**src/rtl/mem_access_unit_pkg.sv**
```systemverilog
// Shared encodings for the load/store path: access sizes, FSM states and
// the alignment rule used to reject a request before it touches memory.
package mem_access_unit_pkg;

    localparam logic [1:0] SZ_BYTE = 2'b00;
    localparam logic [1:0] SZ_HALF = 2'b01;
    localparam logic [1:0] SZ_WORD = 2'b10;
    localparam logic [1:0] SZ_RSVD = 2'b11;

    typedef enum logic [1:0] {
        ST_IDLE    = 2'd0,
        ST_RD_WAIT = 2'd1,
        ST_WRITE   = 2'd2,
        ST_RESP    = 2'd3
    } mau_state_e;

    // Reserved size counts as an error alongside misalignment.
    function automatic logic access_error(input logic [1:0] size, input logic [1:0] lane);
        logic err;
        case (size)
            SZ_BYTE: err = 1'b0;
            SZ_HALF: err = lane[0];
            SZ_WORD: err = (lane != 2'b00);
            default: err = 1'b1;
        endcase
        return err;
    endfunction

endpackage

```
**src/rtl/mem_access_unit_if.sv**
```systemverilog
// Request/response handshake and word-memory bus of the memory access unit.
interface mem_access_unit_if #(
    parameter int ADDR_W = 32
);
    logic              req_valid;
    logic              req_ready;
    logic              req_write;
    logic [1:0]        req_size;
    logic [ADDR_W-1:0] req_addr;
    logic [31:0]       req_wdata;
    logic              resp_valid;
    logic [31:0]       resp_rdata;
    logic              resp_err;
    logic [ADDR_W-1:0] mem_addr;
    logic [31:0]       mem_wdata;
    logic              mem_wr;
    logic [31:0]       mem_rdata;

    modport slave (
        input  req_valid, req_write, req_size, req_addr, req_wdata, mem_rdata,
        output req_ready, resp_valid, resp_rdata, resp_err, mem_addr, mem_wdata, mem_wr
    );

    modport master (
        output req_valid, req_write, req_size, req_addr, req_wdata, mem_rdata,
        input  req_ready, resp_valid, resp_rdata, resp_err, mem_addr, mem_wdata, mem_wr
    );
endinterface

```
**src/rtl/mem_access_unit_byte_lane_unit.sv**
```systemverilog
// Little-endian lane select with sign extension for loads, and lane merge
// into the old word for sub-word stores.
module byte_lane_unit
    import mem_access_unit_pkg::*;
(
    input  logic [1:0]  size_i,
    input  logic [1:0]  lane_i,
    input  logic [31:0] rword_i,
    input  logic [31:0] wdata_i,
    output logic [31:0] load_o,
    output logic [31:0] merge_o
);
    logic [7:0]  byte_sel;
    logic [15:0] half_sel;

    always_comb begin
        byte_sel = rword_i[7:0];
        case (lane_i)
            2'd1:    byte_sel = rword_i[15:8];
            2'd2:    byte_sel = rword_i[23:16];
            2'd3:    byte_sel = rword_i[31:24];
            default: byte_sel = rword_i[7:0];
        endcase
        half_sel = lane_i[1] ? rword_i[31:16] : rword_i[15:0];

        load_o  = rword_i;
        merge_o = rword_i;
        case (size_i)
            SZ_BYTE: begin
                load_o = {{24{byte_sel[7]}}, byte_sel};
                case (lane_i)
                    2'd1:    merge_o[15:8]  = wdata_i[7:0];
                    2'd2:    merge_o[23:16] = wdata_i[7:0];
                    2'd3:    merge_o[31:24] = wdata_i[7:0];
                    default: merge_o[7:0]   = wdata_i[7:0];
                endcase
            end
            SZ_HALF: begin
                load_o = {{16{half_sel[15]}}, half_sel};
                if (lane_i[1]) merge_o[31:16] = wdata_i[15:0];
                else           merge_o[15:0]  = wdata_i[15:0];
            end
            SZ_WORD: begin
                load_o  = rword_i;
                merge_o = wdata_i;
            end
            default: ;
        endcase
    end
endmodule

```
**src/rtl/mem_access_unit.sv**
```systemverilog
// Load/store sequencer: aligns byte/half/word accesses onto a word memory
// with fixed read latency, doing read-modify-write for sub-word stores.
//   state   | meaning
//   IDLE    | ready for a request
//   RD_WAIT | word address held, waiting MEM_LAT cycles for read data
//   WRITE   | one-cycle word write strobe
//   RESP    | one-cycle completion pulse
module mem_access_unit
    import mem_access_unit_pkg::*;
#(
    parameter int MEM_LAT = 2,
    parameter int ADDR_W  = 32
) (
    input  logic            clk,
    input  logic            reset,
    mem_access_unit_if.slave bus
);
    if (MEM_LAT < 1 || MEM_LAT > 7) begin : g_lat_check
        $error("mem_access_unit: MEM_LAT must be within 1..7");
    end

    localparam logic [2:0] CNT_INIT = 3'(MEM_LAT - 1);

    mau_state_e        state_q;
    logic [2:0]        cnt_q;
    logic [1:0]        lane_q;
    logic [1:0]        size_q;
    logic              write_q;
    logic [31:0]       wdata_q;
    logic              req_ready_q;
    logic              resp_valid_q;
    logic              resp_err_q;
    logic [31:0]       resp_rdata_q;
    logic              mem_wr_q;
    logic [ADDR_W-1:0] mem_addr_q;
    logic [31:0]       mem_wdata_q;

    logic [31:0] load_d;
    logic [31:0] merge_d;
    logic        req_err_d;

    assign req_err_d = access_error(bus.req_size, bus.req_addr[1:0]);

    byte_lane_unit u_lane (
        .size_i  (size_q),
        .lane_i  (lane_q),
        .rword_i (bus.mem_rdata),
        .wdata_i (wdata_q),
        .load_o  (load_d),
        .merge_o (merge_d)
    );

    always_ff @(posedge clk or negedge reset) begin
        if (!reset) begin
            state_q      <= ST_IDLE;
            cnt_q        <= 3'd0;
            lane_q       <= 2'd0;
            size_q       <= SZ_BYTE;
            write_q      <= 1'b0;
            wdata_q      <= 32'd0;
            req_ready_q  <= 1'b0;
            resp_valid_q <= 1'b0;
            resp_err_q   <= 1'b0;
            resp_rdata_q <= 32'd0;
            mem_wr_q     <= 1'b0;
            mem_addr_q   <= '0;
            mem_wdata_q  <= 32'd0;
        end else begin
            case (state_q)
                ST_IDLE: begin
                    req_ready_q <= 1'b1;
                    if (bus.req_valid && req_ready_q) begin
                        req_ready_q <= 1'b0;
                        lane_q      <= bus.req_addr[1:0];
                        size_q      <= bus.req_size;
                        write_q     <= bus.req_write;
                        wdata_q     <= bus.req_wdata;
                        if (req_err_d) begin
                            state_q      <= ST_RESP;
                            resp_valid_q <= 1'b1;
                            resp_err_q   <= 1'b1;
                            resp_rdata_q <= 32'd0;
                        end else begin
                            mem_addr_q <= {bus.req_addr[ADDR_W-1:2], 2'b00};
                            if (bus.req_write && bus.req_size == SZ_WORD) begin
                                state_q     <= ST_WRITE;
                                mem_wr_q    <= 1'b1;
                                mem_wdata_q <= bus.req_wdata;
                            end else begin
                                state_q <= ST_RD_WAIT;
                                cnt_q   <= CNT_INIT;
                            end
                        end
                    end
                end
                ST_RD_WAIT: begin
                    if (cnt_q == 3'd0) begin
                        if (write_q) begin
                            state_q     <= ST_WRITE;
                            mem_wr_q    <= 1'b1;
                            mem_wdata_q <= merge_d;
                        end else begin
                            state_q      <= ST_RESP;
                            resp_valid_q <= 1'b1;
                            resp_err_q   <= 1'b0;
                            resp_rdata_q <= load_d;
                        end
                    end else begin
                        cnt_q <= cnt_q - 3'd1;
                    end
                end
                ST_WRITE: begin
                    state_q      <= ST_RESP;
                    mem_wr_q     <= 1'b0;
                    resp_valid_q <= 1'b1;
                    resp_err_q   <= 1'b0;
                    resp_rdata_q <= 32'd0;
                end
                ST_RESP: begin
                    state_q      <= ST_IDLE;
                    req_ready_q  <= 1'b1;
                    resp_valid_q <= 1'b0;
                    resp_err_q   <= 1'b0;
                    resp_rdata_q <= 32'd0;
                end
                default: state_q <= ST_IDLE;
            endcase
        end
    end

    assign bus.req_ready  = req_ready_q;
    assign bus.resp_valid = resp_valid_q;
    assign bus.resp_err   = resp_err_q;
    assign bus.resp_rdata = resp_rdata_q;
    assign bus.mem_wr     = mem_wr_q;
    assign bus.mem_addr   = mem_addr_q;
    assign bus.mem_wdata  = mem_wdata_q;
endmodule
```
**src/flat_wrapper.sv**
```systemverilog
// flat-port wrapper written by rule: the top's interface ports become plain ports
module mem_access_unit_flat import mem_access_unit_pkg::*;
#(
    parameter int MEM_LAT = 2,
    parameter int ADDR_W  = 32
)
  (clk, reset, bus_req_valid, bus_req_write, bus_req_size, bus_req_addr, bus_req_wdata, bus_mem_rdata, bus_req_ready, bus_resp_valid, bus_resp_rdata, bus_resp_err, bus_mem_addr, bus_mem_wdata, bus_mem_wr);
  mem_access_unit_if #(.ADDR_W(ADDR_W)) bus_i ();
  input  logic clk;
  input  logic reset;
  input wire logic [$bits(bus_i.req_valid)-1:0] bus_req_valid;
  input wire logic [$bits(bus_i.req_write)-1:0] bus_req_write;
  input wire logic [$bits(bus_i.req_size)-1:0] bus_req_size;
  input wire logic [$bits(bus_i.req_addr)-1:0] bus_req_addr;
  input wire logic [$bits(bus_i.req_wdata)-1:0] bus_req_wdata;
  input wire logic [$bits(bus_i.mem_rdata)-1:0] bus_mem_rdata;
  output wire logic [$bits(bus_i.req_ready)-1:0] bus_req_ready;
  output wire logic [$bits(bus_i.resp_valid)-1:0] bus_resp_valid;
  output wire logic [$bits(bus_i.resp_rdata)-1:0] bus_resp_rdata;
  output wire logic [$bits(bus_i.resp_err)-1:0] bus_resp_err;
  output wire logic [$bits(bus_i.mem_addr)-1:0] bus_mem_addr;
  output wire logic [$bits(bus_i.mem_wdata)-1:0] bus_mem_wdata;
  output wire logic [$bits(bus_i.mem_wr)-1:0] bus_mem_wr;
  assign bus_i.req_valid = bus_req_valid;
  assign bus_i.req_write = bus_req_write;
  assign bus_i.req_size = bus_req_size;
  assign bus_i.req_addr = bus_req_addr;
  assign bus_i.req_wdata = bus_req_wdata;
  assign bus_i.mem_rdata = bus_mem_rdata;
  assign bus_req_ready = bus_i.req_ready;
  assign bus_resp_valid = bus_i.resp_valid;
  assign bus_resp_rdata = bus_i.resp_rdata;
  assign bus_resp_err = bus_i.resp_err;
  assign bus_mem_addr = bus_i.mem_addr;
  assign bus_mem_wdata = bus_i.mem_wdata;
  assign bus_mem_wr = bus_i.mem_wr;
  mem_access_unit #(.MEM_LAT(MEM_LAT), .ADDR_W(ADDR_W)) u_core (.clk(clk), .reset(reset), .bus(bus_i));
endmodule
```
**config.mk**
```make
export PLATFORM = sky130hd
export DESIGN_NAME = mem_access_unit_flat
export DESIGN_NICKNAME = d
export VERILOG_FILES = /design/src/rtl/mem_access_unit_pkg.sv /design/src/rtl/mem_access_unit_if.sv /design/src/rtl/mem_access_unit_byte_lane_unit.sv /design/src/rtl/mem_access_unit.sv /design/src/flat_wrapper.sv
export SDC_FILE = /design/constraint.sdc
export NUM_CORES = 1
export LEC_CHECK = 0
export ABC_AREA = 1
export BUFFER_PORTS_ARGS = -buffer_cell sky130_fd_sc_hd__buf_2
export CAP_MARGIN = 20
export CORE_ASPECT_RATIO = 0.6
export CORE_UTILIZATION = 50
export DETAILED_ROUTE_END_ITERATION = 12
export PLACE_DENSITY = 0.76
export SLEW_MARGIN = 20
export SYNTH_ARGS = -nofsm -noshare
export SYNTH_HDL_FRONTEND = slang
export SYNTH_SLANG_ARGS = --single-unit
```
**constraint.sdc**
```tcl
create_clock -name clk -period 4.5 [get_ports clk]
set_clock_uncertainty 0.05 [all_clocks]
set_input_delay 0.675 -clock clk [delete_from_list [all_inputs] [get_ports clk]]
set_output_delay 0.675 -clock clk [all_outputs]
set_load 0.02 [all_outputs]
```
==> summary.md, run 1 <==
| Metric | Value |
|---|---|
| Status | `completed` |
| Cell variety after synth | `35` |
| Most frequent CP cell | `nand2_1` |
| RSZ-0062 raised after global routing | `no` |
| Root buf cell | `clkbuf_16` |
| Initial Util | `0.515` |
| Drt via density | `5.54` |
| Max-Cap Viols | `0` |
| Crit path from | `u_core.state_q[1]` |
| Clock transition at the registers of the reported paths | `70 ps` |
| Filler Cell Count | `1322` |
| Reg2Reg Launch Point | `u_core.state_q[1]` |
| Layout cell share with drive strength beyond 1 | `0.264` |
| Synth warn | `0` |
| PwrDens | `830 mW/mm²` |
| Vias | `7528` |
| GRT Total Usage | `0.307` |
| Layout area overhead | `21.9%` |
| Min cycle time layout | `3160 ps` |
| Final period util | `0.703` |
| CTS buffer count | `17` |
| Clk_lat worst skew | `430 ps` |
| Initial antenna violation count | `0` |
| Critical path class | `register to register` |
| Worst path slowest cell | `nor2_2` |
| Static leakage | `4.84 nW` |
| Number of global-route vias before repair | `6891` |
| CP cell instances | `inv_1, ha_2, buf_4, nand2_1, nand2_1, nor2_2, nand2_4, nor2_1, a21oi_1` |
| Residual DRC | `0` |
| Largest net degree at the start of global routing | `63` |
| Post-Layout Cell Count | `1359` |
| Number of H-tree levels | `4` |
| Crit-path max cell delay | `810 ps` |
| Crit path launch type | `register` |
| IO buf count | `199` |
| Fmax | `316 MHz` |
| Final setup fails | `0` |
| Setup TNS | `0 ps` |
| Buf/Inv on CP | `2` |
| First-pass GRT wire length | `37.0 mm` |
| Drt wl/cell | `16.9 µm` |
| Post-synthesis sequential area ratio | `0.466` |
| Placed Cells | `1327` |
| Final HPWL DP | `16.3 mm` |
| Peak supply drop | `475 µV` |
| Hold Crit Class | `primary input to async pin` |
| Post-route antenna net violation count | `0` |
| Synth top area share | `0.466` |
| Clock Path Buffers | `2` |
| Synth area leader | `dfrtp_1` |
| CTS tree | `yes` |
| Hold Buf Count CTS | `0` |
| Post-CTS resize count | `0` |
| Sink Count | `140` |
| Mapped Area | `0.00752 mm²` |
| Cells after synthesis | `974` |
| Top cells by area, synth | `dfrtp_1, nand2_1, o21ai_0` |
| Std-Cell Core Area | `0.0146 mm²` |
| Rows | `34` |
| Die Wd | `160 µm` |
| Yosys reg bits | `140` |
| Max transition margin | `0.317` |
| Ant. Diodes | `0` |
| Syn Area/Cell | `7.72 µm²` |
| Core Util, Final | `0.628` |
| Slew Viols, Final | `0` |
| # nets final | `1256` |
| Die ar. | `0.0156 mm²` |
| Final hold vios | `0` |
| CP Capture Type | `register` |
| Io pins | `202` |
| GPL Wtd Cong | `0.937` |
| Die height | `97 µm` |
| Slew @ Worst Pin | `1020 ps` |
| Drt first pass iters | `6` |
| Total grt overflow | `0` |
| Post-CTS Repair Setup Buffers | `0` |
| Crit path max-delay family | `simple AND/OR/NAND/NOR gates` |
| Critical path data required time | `4760 ps` |
| Crit-path max FO | `59` |
| Initial DRC count | `961` |
| Arr. time, crit path | `3420 ps` |
| Final wirelength | `22.9 mm` |
-- where the power goes --
| group | total (mW) | switching, mW | leakage (nW) | internal [mW] |
|---|---|---|---|---|
| Combinational | 3.79 | 2.62 | 2.78 | 1.17 |
| Sequential | 2.29 | 0.437 | 1.75 | 1.85 |
| Clock | 1.54 | 0.597 | 0.306 | 0.939 |
| Total | 7.61 | 3.65 | 4.84 | 3.96 |
-- state kept, by name, summed over array words and instances, names as in the netlist --
signal and cells:
u_core.cnt_q 3, u_core.bus.mem_addr 30, u_core.lane_q 2, u_core.size_q 2, u_core.bus.resp_valid 1, u_core.state_q 2
u_core.write_q 1, u_core.bus.resp_err 1, u_core.bus.mem_wr 1, u_core.bus.req_ready 1, u_core.bus.resp_rdata 32, u_core.wdata_q 32
u_core.bus.mem_wdata 32
-- area by class of cell --
| cell class | count | area [µm²] | area share |
|---|---|---|---|
| inverters | 61 | 234 | 0.0255 |
| well taps | 198 | 248 | 0.0270 |
| repair buffers | 205 | 1050 | 0.114 |
| flip-flops and latches | 140 | 3500 | 0.382 |
| clock buffers | 17 | 425 | 0.0464 |
| clock inverters | 15 | 213 | 0.0232 |
| multi-input cells | 723 | 3500 | 0.382 |
-- synth_stat cells --
cell type  number
o21ai_1         4
nand3_2         3
conb_1          1
o211ai_1       13
xnor2_1         1
or2_4           1
a22oi_1         1
buf_6           6
nand2_4         2
dfrtp_1       140
nand2_2         4
o21ai_0        78
buf_1           2
inv_2           4
buf_2          20
buf_4           8
clkbuf_1       15
inv_1          55
nor2_4          5
nand3b_1        4
nor2_1         98
nand3_1        63
o22ai_1         1
nand2_1       331
inv_4           2
or2_2           4
ha_1            6
a31oi_1         1
a21oi_1        45
nand4_1        12
a21oi_2         1
mux2_2         30
o21ai_2        10
nor2_2          1
or2_1           2
-- worst register-to-register path: cells and delay by family (launching register included) --
family	cells	cell delay (ps)
compound gates	1	90
buf+inv	2	400
flops	1	410
fa+ha+maj	1	180
simple gates	5	1920
-- routing by layer --
metal  GRT usage  part of all wire  up-vias
met1       0.463              0.45     3570
met3      0.0716              0.11       36
met4      0.0901             0.017        0
met2       0.434              0.43      425
li1            -                 -     3497
met5           0                 0        -
-- path summary, 6_finish.rpt --
path / end / slack, ps / cells after the start
max in group asynchronous: u_core.wdata_q[20] / 3250 / 2
min in group clk: u_core.bus.mem_addr[22] / 420 / 2
max: u_core.bus.mem_wdata[8] / 1340 / 9
min reg2reg: u_core.bus.resp_rdata[12] / 430 / 2
min: u_core.bus.resp_rdata[18] / 160 / 1
max reg2reg: u_core.bus.mem_wdata[8] / 1340 / 9
-- cell families after synthesis --
group | share of synthesized area
simple gates | 0.295
mux | 0.0449
flops | 0.466
buf+inv | 0.0699
fa+ha+maj | 0.00998
compound gates | 0.113
xor+xnor | 0.00116
other cells | 0.000499
-- cell usage in the layout (no fill, tap or decap), types with 3 or more instances in the layout --
cell       count
o211ai_1      13
or2_2          4
clkinv_4       4
nor2_1        98
clkbuf_16     17
o21ai_1        4
ha_1           5
nand4_1       12
nand3_2        3
a21oi_1       45
buf_2        198
inv_1         54
inv_6          3
o21ai_0       78
o21ai_2       10
mux2_2        30
nand2_2        4
buf_4          6
nand3_1       63
nor2_4         5
dfrtp_1      140
inv_2          5
bufinv_16      4
nand3b_1       4
nand2_1      331
-- per-stage QoR --
step | cell area (µm²) | worst slack (ps) | power, mW | hold WS [ps]
final | 9170 | 1340 | 7.61 | 158
after global routing | 9170 | 1050 | 8.12 | 217
after CTS | 9170 | 1390 | 7.56 | 189
after detailed placement | 8530 | 1410 | 6.00 | 413
after global placement | 8530 | 1560 | 5.91 | 408
after floorplan | 7520 | 2740 | 4.93 | 329
Power figures use the tool's default switching activity.
==> inputs of run 2 (changes only) <==
==> constraint.sdc (replaced) <==
create_clock -name clk -period 3 [get_ports clk]
set_clock_uncertainty 0.05 [all_clocks]
set_input_delay 0.45 -clock clk [delete_from_list [all_inputs] [get_ports clk]]
set_output_delay 0.45 -clock clk [all_outputs]
set_load 0.02 [all_outputs]
==> summary.md, run 2 (same netlist as run 1, synthesis figures left out) <==
| Metric | Value |
|---|---|
| Std-Cell Core Area | `0.0146 mm² (unchanged)` |
| Max transition margin | `0.572 (was 0.317)` |
| Crit path launch type | `register (unchanged)` |
| Initial Util | `0.515 (unchanged)` |
| Slew Viols, Final | `0 (unchanged)` |
| Hold Crit Class | `primary input to register (was primary input to async pin)` |
| Total grt overflow | `0 (unchanged)` |
| Final hold vios | `0 (unchanged)` |
| Final setup fails | `0 (unchanged)` |
| Post-route antenna net violation count | `0 (unchanged)` |
| Setup TNS | `0 ps (unchanged)` |
| Initial antenna violation count | `0 (unchanged)` |
| First-pass GRT wire length | `36.9 mm (was 37.0 mm)` |
| Crit-path max FO | `46 (was 59)` |
| Sequential share of power | `0.299 (was 0.301)` |
| Static leakage | `4.88 nW (was 4.84 nW)` |
| Root buf cell | `clkbuf_16 (unchanged)` |
| Reg2Reg Depth | `8 (was 9)` |
| Clock Path Buffers | `2 (unchanged)` |
| Number of H-tree levels | `4 (unchanged)` |
| Logic gate share of total power | `0.509 (was 0.497)` |
| Rows | `34 (unchanged)` |
| Largest net degree at the start of global routing | `61 (was 63)` |
| Clk_lat worst skew | `430 ps (about the same)` |
| R2R Setup Slk | `460 ps (was 1340 ps)` |
| Clock transition at the registers of the reported paths | `60 ps (was 70 ps)` |
| Die ar. | `0.0156 mm² (unchanged)` |
| Critical path class | `register to register (unchanged)` |
| Net load switching power | `5.46 mW (was 3.65 mW)` |
| Int Pwr | `5.93 mW (was 3.96 mW)` |
| Vias | `7393 (was 7528)` |
| Post-CTS Repair Setup Buffers | `0 (unchanged)` |
| Reg2reg end | `u_core.bus.mem_wdata[28] (was u_core.bus.mem_wdata[8])` |
| Residual DRC | `0 (unchanged)` |
| Post-route cell area | `0.00923 mm² (was 0.00917 mm²)` |
| Arr. time, crit path | `2800 ps (was 3420 ps)` |
| CP Capture Type | `register (unchanged)` |
| Cell Area, Placed | `0.00861 mm² (was 0.00853 mm²)` |
| Final wirelength | `22.7 mm (was 22.9 mm)` |
| Max-Cap Viols | `0 (unchanged)` |
| Placed Cells | `1336 (was 1327)` |
| GRT Total Usage | `0.307 (about the same)` |
| Switching Fraction | `0.479 (was 0.480)` |
| Drt first pass iters | `5 (was 6)` |
| CTS tree | `yes (unchanged)` |
| CP endpoint | `u_core.bus.mem_wdata[28] (was u_core.bus.mem_wdata[8])` |
| Slew @ Worst Pin | `641 ps (was 1020 ps)` |
| Min cycle time layout | `2540 ps (was 3160 ps)` |
| Reg2Reg Launch Point | `u_core.state_q[0] (was u_core.state_q[1])` |
| Die height | `97 µm (unchanged)` |
| Power share of the clock group | `0.192 (was 0.202)` |
| Initial DRC count | `723 (was 961)` |
| Layout area overhead | `22.7% (was 21.9%)` |
| CTS buffer count | `17 (unchanged)` |
| GPL Wtd Cong | `0.935 (was 0.937)` |
| Drt via density | `5.40 (was 5.54)` |
| HP Start | `bus_req_wdata[22]` |
| RSZ-0062 raised after global routing | `no (unchanged)` |
| PwrDens | `1240 mW/mm² (was 830 mW/mm²)` |
| Sink Count | `140 (unchanged)` |
| Io pins | `202 (unchanged)` |
| Layout cell share with drive strength beyond 1 | `0.266 (was 0.264)` |
| Final period util | `0.848 (was 0.703)` |
| Status | `completed (unchanged)` |
| Critical path data required time | `3250 ps (was 4760 ps)` |
| Ant. Diodes | `0 (unchanged)` |
| Commonest cells after routing, fill and taps aside | `nand2_1, buf_2, dfrtp_1 (unchanged)` |
| Peak supply drop | `536 µV (was 475 µV)` |
| Crit path from | `u_core.state_q[0] (was u_core.state_q[1])` |
| Final HPWL DP | `16.5 mm (was 16.3 mm)` |
| Fmax | `393 MHz (was 316 MHz)` |
| # nets final | `1266 (was 1256)` |
| Die Wd | `160 µm (unchanged)` |
| Number of global-route vias before repair | `6999 (was 6891)` |
| IO buf count | `199 (unchanged)` |
| Post-Layout Cell Count | `1369 (was 1359)` |
| Drt wl/cell | `16.6 µm (was 16.9 µm)` |
| Commonest non-fill, non-tap cell in the layout | `nand2_1 (unchanged)` |
-- run 2: changes by cell type in the layout (fill, tap and decap cells not counted), sizes merged --
cell | before | now
clkbuf | 17 | 19
bufinv | 4 | 3
inv | 65 | 64
buf | 205 | 214
dlygate4sd3 | 0 | 1
-- run 2: layout make-up --
| cell class | count | area, µm² |
|---|---|---|
| clock buffers | 19 | 433 |
| clock inverters | 13 | 166 |
| fillers | 1319 | 5370 |
| inverters | 61 | 234 |
| multi-input cells | 723 | 3500 |
| flip-flops and latches | 140 | 3500 |
| well taps | 198 | 248 |
| repair buffers | 215 | 1140 |
-- run 2: per-stage QoR --
stage / hold slack, ps / power (mW) / setup WS [ps] / utilization
after floorplan: 104 / 7.40 / 1280 / -
after global placement: 406 / 8.98 / 309 / 0.590
after detailed placement: 410 / 9.10 / 148 / 0.590
after CTS: 196 / 11.3 / 124 / 0.632
after global routing: 197 / 12.2 / 273 / 0.632
final: 205 / 11.4 / 457 / 0.632
-- run 2: layer usage --
| layer | global-route usage | wire length (µm) | share of wire |
|---|---|---|---|
| met4 | 0.0974 | 374 | 0.016 |
| met1 | 0.447 | 10400 | 0.46 |
| met5 | 0 | 0 | 0 |
| met3 | 0.0819 | 2270 | 0.10 |
| met2 | 0.441 | 9640 | 0.42 |
-- run 2: repair_timing --
action                     4_1_cts  5_1_grt
hold endpoints to repair        57        0
setup endpoints to repair        0       32
gates resized for setup          0        1
hold buffers                     1        0
-- run 2: worst min path at each step --
stage	endpoint	slack, ps	cells past startpoint
floorplan	u_core.bus.mem_addr[10]	100	0
global placement	u_core.bus.resp_valid	410	1
detailed placement	u_core.bus.resp_valid	410	1
CTS	u_core.bus.mem_addr[30]	200	2
global route	u_core.bus.mem_addr[8]	200	2
finish	u_core.wdata_q[22]	200	3
-- run 2: critical path: stages, from the launching register on --
cell and delay (ps):
dfrtp_1 380, inv_1 90, ha_1 300, nand2_1 110, nand2_1 140, nor2_4 550, nand2_4 470, nor2_1 220
a21oi_1 80
-- run 2: power by group through the flow --
stage | clock network, mW | registers [mW] | logic [mW]
after floorplan | 0 | 4.01 | 3.39
after global placement | 0 | 3.40 | 5.58
after detailed placement | 0 | 3.40 | 5.69
after CTS | 2.21 | 3.39 | 5.72
after global routing | 2.31 | 3.50 | 6.38
final | 2.19 | 3.41 | 5.80
